### src/rtl/dcache_bank_ctrl.sv
// Data-cache bank controller: shares the RAM write port between stores and
// multi-beat line refills, schedules line reads and blocks read-after-write hazards.
module dcache_bank_ctrl #(
    parameter int DATA_WIDTH = 32,
    parameter int RAM_SIZE   = 1024,
    parameter int LINE_WORDS = 4,
    localparam int AW = $clog2(RAM_SIZE),
    localparam int LW = AW - $clog2(LINE_WORDS),
    localparam int BE = DATA_WIDTH / 8
) (
    input  logic                             clk,
    input  logic                             rst_n,
    input  logic                             refill_req_valid,
    output logic                             refill_req_ready,
    input  logic [LW-1:0]                    refill_line,
    input  logic                             refill_data_valid,
    output logic                             refill_data_ready,
    input  logic [DATA_WIDTH-1:0]            refill_data,
    input  logic                             refill_data_last,
    output logic                             refill_done,
    output logic                             refill_err,
    input  logic                             st_valid,
    output logic                             st_ready,
    input  logic [AW-1:0]                    st_addr,
    input  logic [BE-1:0]                    st_strb,
    input  logic [DATA_WIDTH-1:0]            st_data,
    input  logic                             rd_valid,
    output logic                             rd_ready,
    input  logic [LW-1:0]                    rd_line,
    output logic                             rd_resp_valid,
    output logic [LINE_WORDS*DATA_WIDTH-1:0] rd_resp_data,
    output logic [AW-1:0]                    ram_addr_a,
    output logic [BE-1:0]                    ram_we,
    output logic [DATA_WIDTH-1:0]            ram_din,
    output logic [LW-1:0]                    ram_addr_b,
    input  logic [LINE_WORDS*DATA_WIDTH-1:0] ram_dout,
    output logic                             fsm_state
);

    localparam int CW = $clog2(LINE_WORDS);

    typedef enum logic {IDLE = 1'b0, FILL = 1'b1} state_t;

    state_t          state;
    logic [LW-1:0]   fill_line;
    logic [CW-1:0]   cnt;
    logic            last_beat;
    logic            beat_hs;
    logic            st_hs;
    logic            wr_hs;

    // Handshake: a transfer happens on a rising edge where valid && ready;
    // ready never depends on the same channel's valid.
    assign refill_req_ready  = (state == IDLE);
    assign refill_data_ready = (state == FILL);
    assign st_ready          = (state == IDLE) && !refill_req_valid;
    assign beat_hs           = refill_data_valid && (state == FILL);
    assign st_hs             = st_valid && st_ready;
    assign wr_hs             = beat_hs || st_hs;
    assign last_beat         = (cnt == CW'(LINE_WORDS - 1));
    assign fsm_state         = (state == FILL);

    always_comb begin
        ram_addr_a = '0;
        ram_we     = '0;
        ram_din    = '0;
        if (beat_hs) begin
            ram_addr_a = {fill_line, cnt};
            ram_we     = '1;
            ram_din    = refill_data;
        end else if (st_hs) begin
            ram_addr_a = st_addr;
            ram_we     = st_strb;
            ram_din    = st_data;
        end
    end

    // The read port is read-first, so a same-cycle write to the line would return stale data.
    assign ram_addr_b   = rd_line;
    assign rd_ready     = !((state == FILL) && (rd_line == fill_line))
                       && !(wr_hs && (ram_addr_a[AW-1:AW-LW] == rd_line));
    assign rd_resp_data = ram_dout;

    always_ff @(posedge clk or negedge rst_n) begin
        if (!rst_n) begin
            state         <= IDLE;
            fill_line     <= '0;
            cnt           <= '0;
            refill_done   <= 1'b0;
            refill_err    <= 1'b0;
            rd_resp_valid <= 1'b0;
        end else begin
            refill_done   <= 1'b0;
            rd_resp_valid <= rd_valid && rd_ready;
            case (state)
                IDLE: begin
                    if (refill_req_valid) begin
                        fill_line <= refill_line;
                        cnt       <= '0;
                        state     <= FILL;
                    end
                end
                FILL: begin
                    if (refill_data_valid) begin
                        // The beat count, not the bus marker, decides completion.
                        if (refill_data_last != last_beat) begin
                            refill_err <= 1'b1;
                        end
                        cnt <= cnt + 1'b1;
                        if (last_beat) begin
                            state       <= IDLE;
                            refill_done <= 1'b1;
                        end
                    end
                end
                default: state <= IDLE;
            endcase
        end
    end

endmodule

### config.mk
export PLATFORM = sky130hd
export DESIGN_NAME = dcache_bank_ctrl
export DESIGN_NICKNAME = d
export VERILOG_FILES = /design/src/rtl/dcache_bank_ctrl.sv
export SDC_FILE = /design/constraint.sdc
export NUM_CORES = 1
export LEC_CHECK = 0
export ABC_AREA = 0
export CAP_MARGIN = 25
export CELL_PAD_IN_SITES_DETAIL_PLACEMENT = 0
export CELL_PAD_IN_SITES_GLOBAL_PLACEMENT = 1
export CORE_AREA = 5 5 158 160
export DETAILED_ROUTE_END_ITERATION = 10
export DIE_AREA = 0 0 163 165
export PLACE_DENSITY_LB_ADDON = 0.1
export SYNTH_ARGS = -nofsm -noshare
export SYNTH_HDL_FRONTEND = slang
export SYNTH_SLANG_ARGS = --single-unit
### constraint.sdc
create_clock -name clk -period 2.3 [get_ports clk]
set_input_delay 0.23 -clock clk [delete_from_list [all_inputs] [get_ports clk]]
set_output_delay 0.23 -clock clk [all_outputs]
set_load 0.1 [all_outputs]
After elaboration in Yosys (flattened, before gate mapping)
Cells that the tools add are included.

Bits in registers: 14. Output and inout bits: 190. Logic and storage cells: 44.

$add $sub $neg: 1. Equal/unequal tests: 6. Muxes and demuxes: 16. Bitwise logic cells: 1. Reduce and logical (&&, ||, !) cells: 14.

Operators by type and width (number): 32-bit two-way mux (2); 10-bit two-way mux (2); 8-bit == test (2); 4-bit two-way mux (2); 1-bit logical AND (7); 1-bit two-way mux (6); 2-bit two-way mux (2); 2-bit != test (second input constant) (2); 2-bit case mux with 2 select lines (1); 2-bit AND reduction (2); 1-bit logical NOT (3); 3-bit AND reduction (1); 2-bit by 1-bit adder with 2-bit output (second input constant) (1); 2-bit == test (second input constant) (1); 1-bit case mux with 2 select lines (1); 1-bit logical OR (1); 1-bit != test (1); 1-bit NOT (1).

Depth between registers and ports, before layout
Gate-level depths: netlist (run 1).

Word-level depth: 10. Gate-level depth with buffers: 7. Gate-level depth less buffers: 5.

Worst setup path before layout (run 1)
No wires, ideal clock.

Path type: flip-flop to output port. Start point: register state, in the netlist fsm_state. End point: output port rd_ready. Arrival: 4310 ps. Path slack: -2240 ps. Stages on the path, launching flop included: 6. Cells stage by stage: dfrtp_1 inv_2 a32o_1 xor2_1 nor2_1 a31oi_1.

Word-level cells in the longest chain between the ends: 9. Elaborated cells between the ends (all ways): 13. Those cells by class: eq/ne (1); mux (2); bitwise (1); reduce/logical (9).

Ends and longest elaborated chain: start: declaration (line 44) `state_t state;`; start signal: assignment (line 86) `state <= IDLE;`; start signal: assignment (line 100) `state <= FILL;`; start signal: assignment (line 111) `state <= IDLE;`; 1-bit NOT (no source line); via refill_req_ready (line 14) `output logic refill_req_ready,`; 1-bit logical AND (line 56) `assign st_ready = (state == IDLE) && !refill_req_valid;`; 1-bit logical AND (line 58) `assign st_hs = st_valid && st_ready;`; 10-bit two-way mux (line 71) `end else if (st_hs) begin`; 10-bit two-way mux (line 67) `if (beat_hs) begin`; via ram_addr_a[2] (line 32) `output logic [AW-1:0] ram_addr_a,`; 8-bit == test (line 81) `&& !(wr_hs && (ram_addr_a[AW-1:AW-LW] == rd_line));`; 1-bit logical AND (line 81); 1-bit logical NOT (line 81); 1-bit logical AND (line 81); end: declaration (line 28) `output logic rd_ready,`.

The timed path passes the listed nets, and every way through them passes these cells.

Worst setup path in the final report (run 1)
Start point: input port st_valid. End point: output port rd_ready.

Word-level cells in the longest chain between the ends: 7. Elaborated cells between the ends (all ways): 8. Those cells by class: eq/ne (1); mux (2); reduce/logical (5).

Ends and longest elaborated chain: start: declaration (line 22) `input logic st_valid,`; 1-bit logical AND (*) (line 58); 10-bit two-way mux (line 71); 10-bit two-way mux (line 67); 8-bit == test (line 81); 1-bit logical AND (*) (line 81); 1-bit logical NOT (*) (line 81); 1-bit logical AND (*) (line 81).

Every way passes the cells marked *; elsewhere a longest branch is shown, timed or not.

==> impl_results.md, run 1 <==
- Number of synthesized register bits: 14
- Synth top area cells: buf_4, dfrtp_1, a22o_1, mux2_2, xnor2_1
- Final Hold Viols: 0
- Routed length per instance: 17.67 um
- Cell area power density: 1079 nW/um2
- Via count: roughly 1.9k
- Crit-path cells: clkdlybuf4s50_1 -> nor2b_4 -> buf_6 -> a32o_4 -> xor2_1 -> nor4_2 -> buf_4 -> a31oi_4 -> buf_12
- Slew Limit Fails: 0
- Area leader, netlist: buf_4
- Worst-case clock buffer depth: 2
- DR DRC count: 0
- Pint: just under 0.002 W
- Gate Count Post-Synth: 265
- Setup violations, final: 0
- Clock Latency Late Sink: 250 ps
- Num CTS Buffers: 3
- Slowest-stage cell, CP: clkdlybuf4s50_1
- Clk slew on worst S/H paths: 50 ps
- WP data arrival: 2050 ps
- Core Area: between 20,000 and 25,000 um2
- Total global routing overflow: 0
- Synthesized cell area: 2251 um2
- Yosys warning total: 0
- IO Port Bufs: 162
- ANT nets after route: 0
- Final cell count without fillers: 625
- Initial Utilization: approximately a tenth
- R2R setup slack: around 450 ps
- Final setup margin: 16.27 ps
- Fin area: about 4100 um2
- DP HPWL: 9765 um
- Post-Place Cells: 620
- Capturing point of the worst reg2reg path: rd_resp_valid
- First-pass GRT wire length: between 15,000 and 20,000 um
- Maxcap violations: 0
- Final #Nets: 537
- Chip height: 165 um
- Lkg Pwr: 1.564 nW
- Layout cells sized above 1: 47.06%
- Fin crit share: 99.29%
- Vias in the first global route: 2,164
- Initial antenna violation count: 0
- Combinational share of power: 81.4%
- Syn Area/Cell: 8.494 um2
- CTS root buffer: clkbuf_16
- Reg2reg path depth: 8
- Area growth syn-to-layout: 80.27%
- Vias/cell: 3.035
- R2R Path Start: fsm_state
- Sequential cell fraction of total power: a little over a tenth
- CP endpoint kind: output port
- Worst Setup SP: st_valid
- Hold-fix buffers, CTS: 0
- Gpl congestion: 0.6507
- Clk pwr share: approximately 8.0%
- Core Util, Final: 17.44%
- Min Tclk post-route: 2284 ps
- Diode count: 0
- Worst-margin pin slew: 477.7 ps
- Cell family with most CP delay: buffers and inverters
- Max H-tree Level: 1
- F_max: 437.9 MHz
- Req. time, crit path: 2070 ps
- WP buf/inv: 4
- Status: complete, no violations
- Total routed wirelength: ~11,000 um
- Type of the tightest min-delay check: in -> async
- Post-place instance area: 3956 um2
- Yosys cell types: 31
- CTS tree: yes
- CP max stage delay: 400 ps
- Max VDD drop: 0.4131 mV
- Clock Skew: ~2.7 ps
- Pre-CTS WS: -98.06 ps
- Yosys top cell area share: roughly 46%
- Pwr Total: 0.004377 W
- Die area: around 27,000 um2
- Startpoint types: input port
- Largest net degree at the start of global routing: 29
- Most frequent cells in the layout: clkdlybuf4s50_1, buf_12, buf_4, a22o_2, dfrtp_1
- Net Sw Frac: 55.60%
- Sink Count: 14
- DR iter-0 viols: 58
- RSZ-0062 raised after global routing: true
- Rows: between 50 and 60
- Critical path type: in -> out
- # IOs: 419
- Syn Nets: 495
- Die width: approximately 160 um
- Worst slew margin: 68.05%
- Net Switching: between 0.002 and 0.0025 W
- Seq/Total Area, Yosys: 15.56%
- Crit Path Max Fanout: 8
- 1st-pass router iterations: 4
- GRT Total Usage: 7.651%
- Most common cell after layout, fill and taps aside: clkdlybuf4s50_1
-- state kept, by name, indices dropped and copies added, names as in the netlist --
name and count:
refill_done 1, cnt 2, fsm_state 1, refill_err 1, fill_line 8, rd_resp_valid 1
-- cell usage after synthesis, drive strengths merged --
| cell | n |
|---|---|
| nand3 | 1 |
| o21ai | 2 |
| mux2 | 8 |
| and3 | 1 |
| o311a | 1 |
| a31oi | 1 |
| a21o | 1 |
| dfrtp | 14 |
| o211ai | 1 |
| nand4 | 1 |
| a32o | 7 |
| ha | 1 |
| nand2 | 12 |
| a22o | 35 |
| and2b | 1 |
| clkbuf | 2 |
| nor2b | 2 |
| a311oi | 1 |
| nor4 | 2 |
| xor2 | 8 |
| nor2 | 5 |
| and2 | 2 |
| xnor2 | 8 |
| buf | 146 |
| inv | 2 |
-- per-stage QoR --
stage | setup TNS, ps | hold slack [ps]
2_1_floorplan | -264.0 | -65.59
3_3_place_gp | -95.02 | 453.9
5_1_grt | -71.56 | 343.7
4_1_cts | -19.52 | 340.5
3_5_place_dp | -98.06 | 448.4
6_report | 0 | 309.9
-- worst max-delay path by stage --
stage / end / slack (ps) / cells after the start
detailed placement: rd_ready / -100 / 9
CTS: rd_ready / -20 / 7
global route: rd_ready / -70 / 8
global placement: rd_ready / -100 / 9
floorplan: rd_ready / -260 / 6
finish: rd_ready / 20 / 9
-- metal layers --
metal  GRT usage [%]  vias to the layer above  part of all wire (%)
met5               0                        -                     0
met4           3.507                        0                   4.4
met3           2.571                       48                   9.0
met2           14.53                      141                    55
met1           7.472                      855                    32
li1                -                      853                     -
-- area by class of cell --
| class | count | area (um2) |
|---|---|---|
| Sequential cell | 14 | 354.1 |
| Clock buffer | 4 | 78.83 |
| Fill cell | 2594 | 19200 |
| Timing Repair Buffer | 185 | 2257 |
| Tap cell | 319 | 399.1 |
| Multi-Input combinational cell | 101 | 955.9 |
| Inverter | 2 | 12.51 |
-- what timing repair did --
item                       in CTS  in global routing
setup endpoints to repair       1                  1
gates resized for setup         7                  0
pin swaps                       4                  0
buffers inserted                1                  0
-- kinds of logic after synthesis --
group	after synthesis	synth area share, %
XOR/XNOR	16	6.226
AO/OA/AOI/OAI	49	19.01
multiplexers	8	4.002
AND/OR/NAND/NOR	27	6.004
buffers and inverters	150	48.64
adder cells (fa/ha/maj)	1	0.5558
flip-flops	14	15.56
-- power groups by stage --
stage	Sequential (W)	Combinational, W	Clock [W]
finish	0.000463	0.00356	0.000351
CTS	0.000467	0.00362	0.000372
global route	0.000484	0.00370	0.000372
floorplan	0.000532	0.00322	0
global placement	0.000470	0.00361	0
detailed placement	0.000469	0.00360	0
Power figures use the tool's default switching activity.
==> run 2: changes to the inputs <==
- CORE_AREA: 5 5 158 160 -> 3 3 161 163
- CTS_CLUSTER_SIZE: not set -> 25
- DIE_AREA: 0 0 163 165 -> 0 0 164 166
==> run 2 against run 1 <==
Maximum frequency up 1.4%. Sequential share of layout area down 0.098 points. Worst hold slack better by 33 ps. Sequential power up 4.3%. First-iteration DRC count down 6.9%. Register-to-register slack about the same. Clock power up 9.1%. Sequential cell count unchanged. Clock skew up 0.93 ps. Non-clock buffer count down 1. Critical path type is now reg -> out. Largest cell class unchanged.
==> impl_results.md, run 2 (synthesis results as in run 1) <==
- Post-Place Cells: 623 (+0.48%)
- ANT nets after route: 0 (unchanged)
- F_max: 444.0 MHz (+1.4%)
- WP data arrival: 2020 ps (-30 ps)
- Clk slew on worst S/H paths: 50 ps (about the same)
- Crit Path Max Fanout: 8 (unchanged)
- Initial Utilization: 9.202% (-0.47 points)
- 1st-pass router iterations: 3 (-1)
- Diode count: 0 (unchanged)
- Final Hold Viols: 0 (unchanged)
- Area growth syn-to-layout: 82.32%
- Total routed wirelength: 10,280 um (-6.9%)
- CP endpoint kind: output port
- Total global routing overflow: 0 (unchanged)
- Hold-fix buffers, CTS: 0 (unchanged)
- Final cell count without fillers: 629 (+0.64%)
- Met2 GRT Util: 12.94% (-1.6 points)
- Reg2reg path depth: 8 (unchanged)
- Vias in the first global route: 2,082 (-3.8%)
- Critical path type: reg -> out
- Pre-CTS WS: -53.25 ps (+44.81 ps)
- Clock Latency Late Sink: 250 ps (about the same)
- Clock Skew: 3.608 ps (+0.9345 ps)
- Max H-tree Level: 1 (unchanged)
- Maxcap violations: 0 (unchanged)
- Most frequent cells in the layout: clkdlybuf4s50_1, buf_12, buf_4, a22o_2, dfrtp_1
- Layout cells sized above 1: 46.89% (-0.17 points)
- Worst slew margin: 62.28% (-5.8 points)
- Max reg flops: 8 (unchanged)
- Most flops, register: fill_line
- Largest regs: fill_line: 8 flops, cnt: 2 flops
- Fin Hold WS: 343.3 ps (+33.43 ps)
- R2R Path Start: fsm_state
- # IOs: 419 (unchanged)
- Met3 Usage GRT: 1.971% (-0.60 points)
- DR iter-0 viols: 54 (-6.9%)
- Setup violations, final: 0 (unchanged)
- RSZ-0062 raised after global routing: true
- Final setup margin: 47.52 ps (+31.25 ps)
- Worst-case clock buffer depth: 2 (unchanged)
- Vias/cell: 3.048 (+0.41%)
- Worst-margin pin slew: 564.0 ps (+86.28 ps)
- Max VDD drop: 0.4134 mV (about the same)
- GRT Total Usage: 7.035% (-0.62 points)
- Min Tclk post-route: 2252 ps (-31.25 ps)
- Via count: 1,917 (+1.1%)
- First-pass GRT wire length: 14,400 um (-4.8%)
- Die area: 27,220 um2 (+1.2%)
- Capturing point of the worst reg2reg path: rd_resp_valid
- Busiest grt layer: met2
- Lkg Pwr: 1.581 nW (+1.0%)
- Routed length per instance: 16.35 um (-7.5%)
- Slew Limit Fails: 0 (unchanged)
- Largest net degree at the start of global routing: 38 (+31%)
- Req. time, crit path: 2070 ps (about the same)
- Type of the tightest min-delay check: in -> async
- Status: complete, no violations
- Initial antenna violation count: 0 (unchanged)
- DP HPWL: 8729 um (-11%)
- Core Area: 24,460 um2 (+5.2%)
- IO Port Bufs: 162 (unchanged)
- Chip height: 166 um (+0.61%)
- Die width: 164 um (+0.61%)
- DR DRC count: 0 (unchanged)
- CTS tree: yes
- CTS root buffer: clkbuf_16
- R2R setup slack: 450 ps (about the same)
- Rows: 57 (+1.8%)
- Gpl congestion: 0.6600 (+1.4%)
- Final #Nets: 536 (-0.19%)
- Filler Cell Count: 2,698 (+4.0%)
- Most common cell after layout, fill and taps aside: clkdlybuf4s50_1
- Met1 usage: 7.393% (-0.079 points)
- Num CTS Buffers: 3 (unchanged)
- Cell area power density: 1083 nW/um2 (+0.41%)
- Startpoint types: register
- Fin crit share: 97.93% (-1.4 points)
- Sink Count: 14 (unchanged)
## run 2: cell types whose count changed in the layout (fill, tap and decap cells not counted), sizes merged
cell	change
buf	-1
dlygate4sd2	-1
dlymetal6s2s	+1
## run 2: critical path, cell delays in order, from the launching register on
cell,delay [ps]
dfrtp_4,470
and2_4,200
a32o_4,280
xor2_2,140
nor4_2,250
buf_4,160
a31oi_4,90
buf_12,180
## run 2: per-stage QoR
step | TNS (ps) | power, W | cell area [um2] | util (%)
3_3_place_gp | -87.89 | 0.004108 | 3984 | 16.29
5_1_grt | -20.52 | 0.004641 | 4104 | 16.78
2_1_floorplan | -264.0 | 0.003748 | 2399 | -
6_report | 0 | 0.004445 | 4104 | 16.78
3_5_place_dp | -53.25 | 0.004108 | 3984 | 16.29
4_1_cts | -6.968 | 0.004520 | 4086 | 16.71
## run 2: worst max path at each step
stage | cells after the start | slack, ps | to | from
floorplan | 6 | -260 | rd_ready | fsm_state
global placement | 9 | -90 | rd_ready | refill_req_valid
detailed placement | 9 | -50 | rd_ready | refill_req_valid
CTS | 9 | -7 | rd_ready | st_valid
global route | 7 | -20 | rd_ready | fsm_state
finish | 7 | 50 | rd_ready | fsm_state
## run 2: routing by layer
metal | part of all wire (%) | up-vias
met5 | 0 | -
met4 | 3.1 | 0
met3 | 9.5 | 56
met2 | 51 | 126
met1 | 36 | 878
li1 | - | 857
## run 2: what timing repair did
item	CTS	global route
setup endpoints to repair	1	1
gates resized for setup	3	2
pin swaps	1	2
setup buffers	2	2
## run 2: report_power, final
part           switching (W)  leakage (nW)  total [W]  internal, W
Combinational        0.00220          1.37    0.00358      0.00138
Sequential          0.000132         0.164   0.000483     0.000351
Clock               0.000118        0.0442   0.000383     0.000265
## run 2: area by class of cell
| cell class | instances | area [um2] | area share, % |
|---|---|---|---|
| clock buffers | 4 | 88.84 | 2.165 |
| inverters | 2 | 12.51 | 0.3049 |
| multi-input cells | 101 | 959.7 | 23.38 |
| flip-flops and latches | 14 | 354.1 | 8.628 |
| well taps | 324 | 405.4 | 9.878 |
| repair buffers | 184 | 2283 | 55.64 |
==> run 3: changes to the inputs <==
==> constraint.sdc (replaced) <==
create_clock -name clk -period 2.3 [get_ports clk]
set_input_delay 0.46 -clock clk [delete_from_list [all_inputs] [get_ports clk]]
set_output_delay 0.46 -clock clk [all_outputs]
set_load 0.1 [all_outputs]
==> run 3 against run 2 <==
The flow now finishes with violations (negative setup slack). Sequential share of layout area fell by 1.3 points. Die area did not move. Core utilization rose by 2.9 points. Critical path type unchanged. Largest power group unchanged. Highest routed layer unchanged.
==> impl_results.md, run 3 (synthesis results as in run 1) <==
- Status: complete, but fails checks
- Failing checks: negative setup slack
- CP endpoint kind: output port
- WP data arrival: 2160 ps (+140 ps)
- Fin crit share: 113.9% (+16 points)
- Maxcap violations: 0 (unchanged)
- R2R setup slack: 300 ps (-150 ps)
- Final Hold Viols: 0 (unchanged)
- Cell family with most CP delay: buffers and inverters
- Startpoint types: register
- Hold-fix buffers, CTS: 0 (unchanged)
- Chip height: 166 um (unchanged)
- Most common cell after layout, fill and taps aside: clkdlybuf4s50_1
- Vias/cell: 3.122 (+2.4%)
- Max H-tree Level: 1 (unchanged)
- Clock Skew: 4.583 ps (+0.9754 ps)
- Num CTS Buffers: 3 (unchanged)
- WP buf/inv: 4 (+2)
- RSZ-0062 raised after global routing: true
- Rows: 57 (unchanged)
- CTS root buffer: clkbuf_16
- Slew Limit Fails: 0 (unchanged)
- Fin Hold WS: 461.0 ps (+117.7 ps)
- F_max: 381.6 MHz (-14%)
- Die area: 27,220 um2 (unchanged)
- Cell area power density: 1001 nW/um2 (-7.5%)
- Final #Nets: 564 (+5.2%)
- Clk slew on worst S/H paths: 50 ps (about the same)
- CTS tree: yes
- Largest regs: fill_line: 8 flops, cnt: 2 flops
- Post-Place Cells: 641 (+2.9%)
- Core Area: 24,460 um2 (unchanged)
- Gpl congestion: 0.6613 (+0.20%)
- Max VDD drop: 0.3572 mV (-14%)
- 1st-pass router iterations: 3 (unchanged)
- DP HPWL: 9781 um (+12%)
- Req. time, crit path: 1840 ps (-230 ps)
- Initial Utilization: 9.202% (unchanged)
- Worst-margin pin slew: 667.7 ps (+103.7 ps)
- GRT Total Usage: 8.545% (+1.5 points)
- Crit-path cells: and2_4 -> buf_4 -> buf_6 -> a32o_4 -> xor2_2 -> nor4_2 -> buf_4 -> a31oi_4 -> buf_12
- Initial antenna violation count: 0 (unchanged)
- Final setup margin: -320.8 ps (-368.3 ps)
- Crit Path Max Fanout: 5 (-3)
- # IOs: 419 (unchanged)
- Setup violations, final: 34 (+34)
- Area growth syn-to-layout: 113.5%
- Most used cell, CP: buf_4
- CP max stage delay: 470 ps (about the same)
- DR DRC count: 0 (unchanged)
- Lkg Pwr: 1.949 nW (+23%)
- IO Port Bufs: 162 (unchanged)
- Layout cells sized above 1: 55.26% (+8.4 points)
- Diode count: 0 (unchanged)
- Die width: 164 um (unchanged)
- Most frequent cells in the layout: clkdlybuf4s50_1, buf_12, buf_4, a22o_4, dfrtp_1
- Routed length per instance: 18.01 um (+10%)
- Sink Count: 14 (unchanged)
- Pre-CTS WS: -548.9 ps (-495.7 ps)
- Largest net degree at the start of global routing: 38 (unchanged)
- Most flops, register: fill_line
- ANT nets after route: 0 (unchanged)
- Slowest-stage cell, CP: dfrtp_4
- Total routed wirelength: 11,830 um (+15%)
- Final cell count without fillers: 657 (+4.5%)
- Via count: 2,051 (+7.0%)
- DR iter-0 viols: 48 (-11%)
- Worst slew margin: 55.49% (-6.8 points)
- Critical path type: reg -> out
- Max reg flops: 8 (unchanged)
- Total global routing overflow: 0 (unchanged)
- Min Tclk post-route: 2621 ps (+368.3 ps)
- Worst-case clock buffer depth: 2 (unchanged)
- Clock Latency Late Sink: 250 ps (about the same)
- Vias in the first global route: 2,446 (+17%)
- Type of the tightest min-delay check: reg -> reg
- First-pass GRT wire length: 17,150 um (+19%)
run 3: cell type report:
| class | count | area [um2] |
|---|---|---|
| Timing Repair Buffer | 212 | 2691 |
| Clock buffer | 4 | 88.84 |
| Fill cell | 2677 | 19660 |
| Inverter | 2 | 20.02 |
| Tap cell | 324 | 405.4 |
| Multi-Input combinational cell | 101 | 1246 |
| Sequential cell | 14 | 354.1 |
run 3: repair_timing:
action	CTS	global route
setup endpoints to repair	43	39
setup buffers	8	2
cloned	2	0
pin swaps	11	3
gates resized for setup	30	3
hold endpoints to repair	0	0
run 3: path summary, 6_finish.rpt:
check / depth (start not counted) / endpoint / from
min in group asynchronous: 2 / fill_line[7] / rst_n
max in group asynchronous: 2 / fsm_state / rst_n
hold reg to reg: 1 / refill_err / refill_err
setup reg to reg: 9 / rd_resp_valid / fsm_state
setup / recovery: 9 / rd_ready / fsm_state
hold / removal: 1 / refill_err / refill_err
run 3: routing by layer:
layer | part of all wire, % | GRT usage, % | vias up
met3 | 8.4 | 2.694 | 52
met4 | 4.3 | 3.935 | 0
met2 | 52 | 15.23 | 135
met5 | 0 | 0 | -
li1 | - | - | 916
met1 | 35 | 9.091 | 948
run 3: report_power, final:
part | switching, W | internal, W
Combinational | 0.00233 | 0.00162
Clock | 0.000130 | 0.000265
Sequential | 0.000110 | 0.000351
Total | 0.00257 | 0.00224
run 3: stage by stage:
| stage | TNS (ps) | instance area, um2 | utilization [%] | power (W) |
|---|---|---|---|---|
| 2_1_floorplan | -2396 | 2636 | - | 0.003878 |
| 3_3_place_gp | -15020 | 4444 | 18.17 | 0.004333 |
| 3_5_place_dp | -15110 | 4444 | 18.17 | 0.004326 |
| 4_1_cts | -3744 | 4775 | 19.52 | 0.004890 |
| 5_1_grt | -5397 | 4806 | 19.65 | 0.005032 |
| 6_report | -1855 | 4806 | 19.65 | 0.004813 |
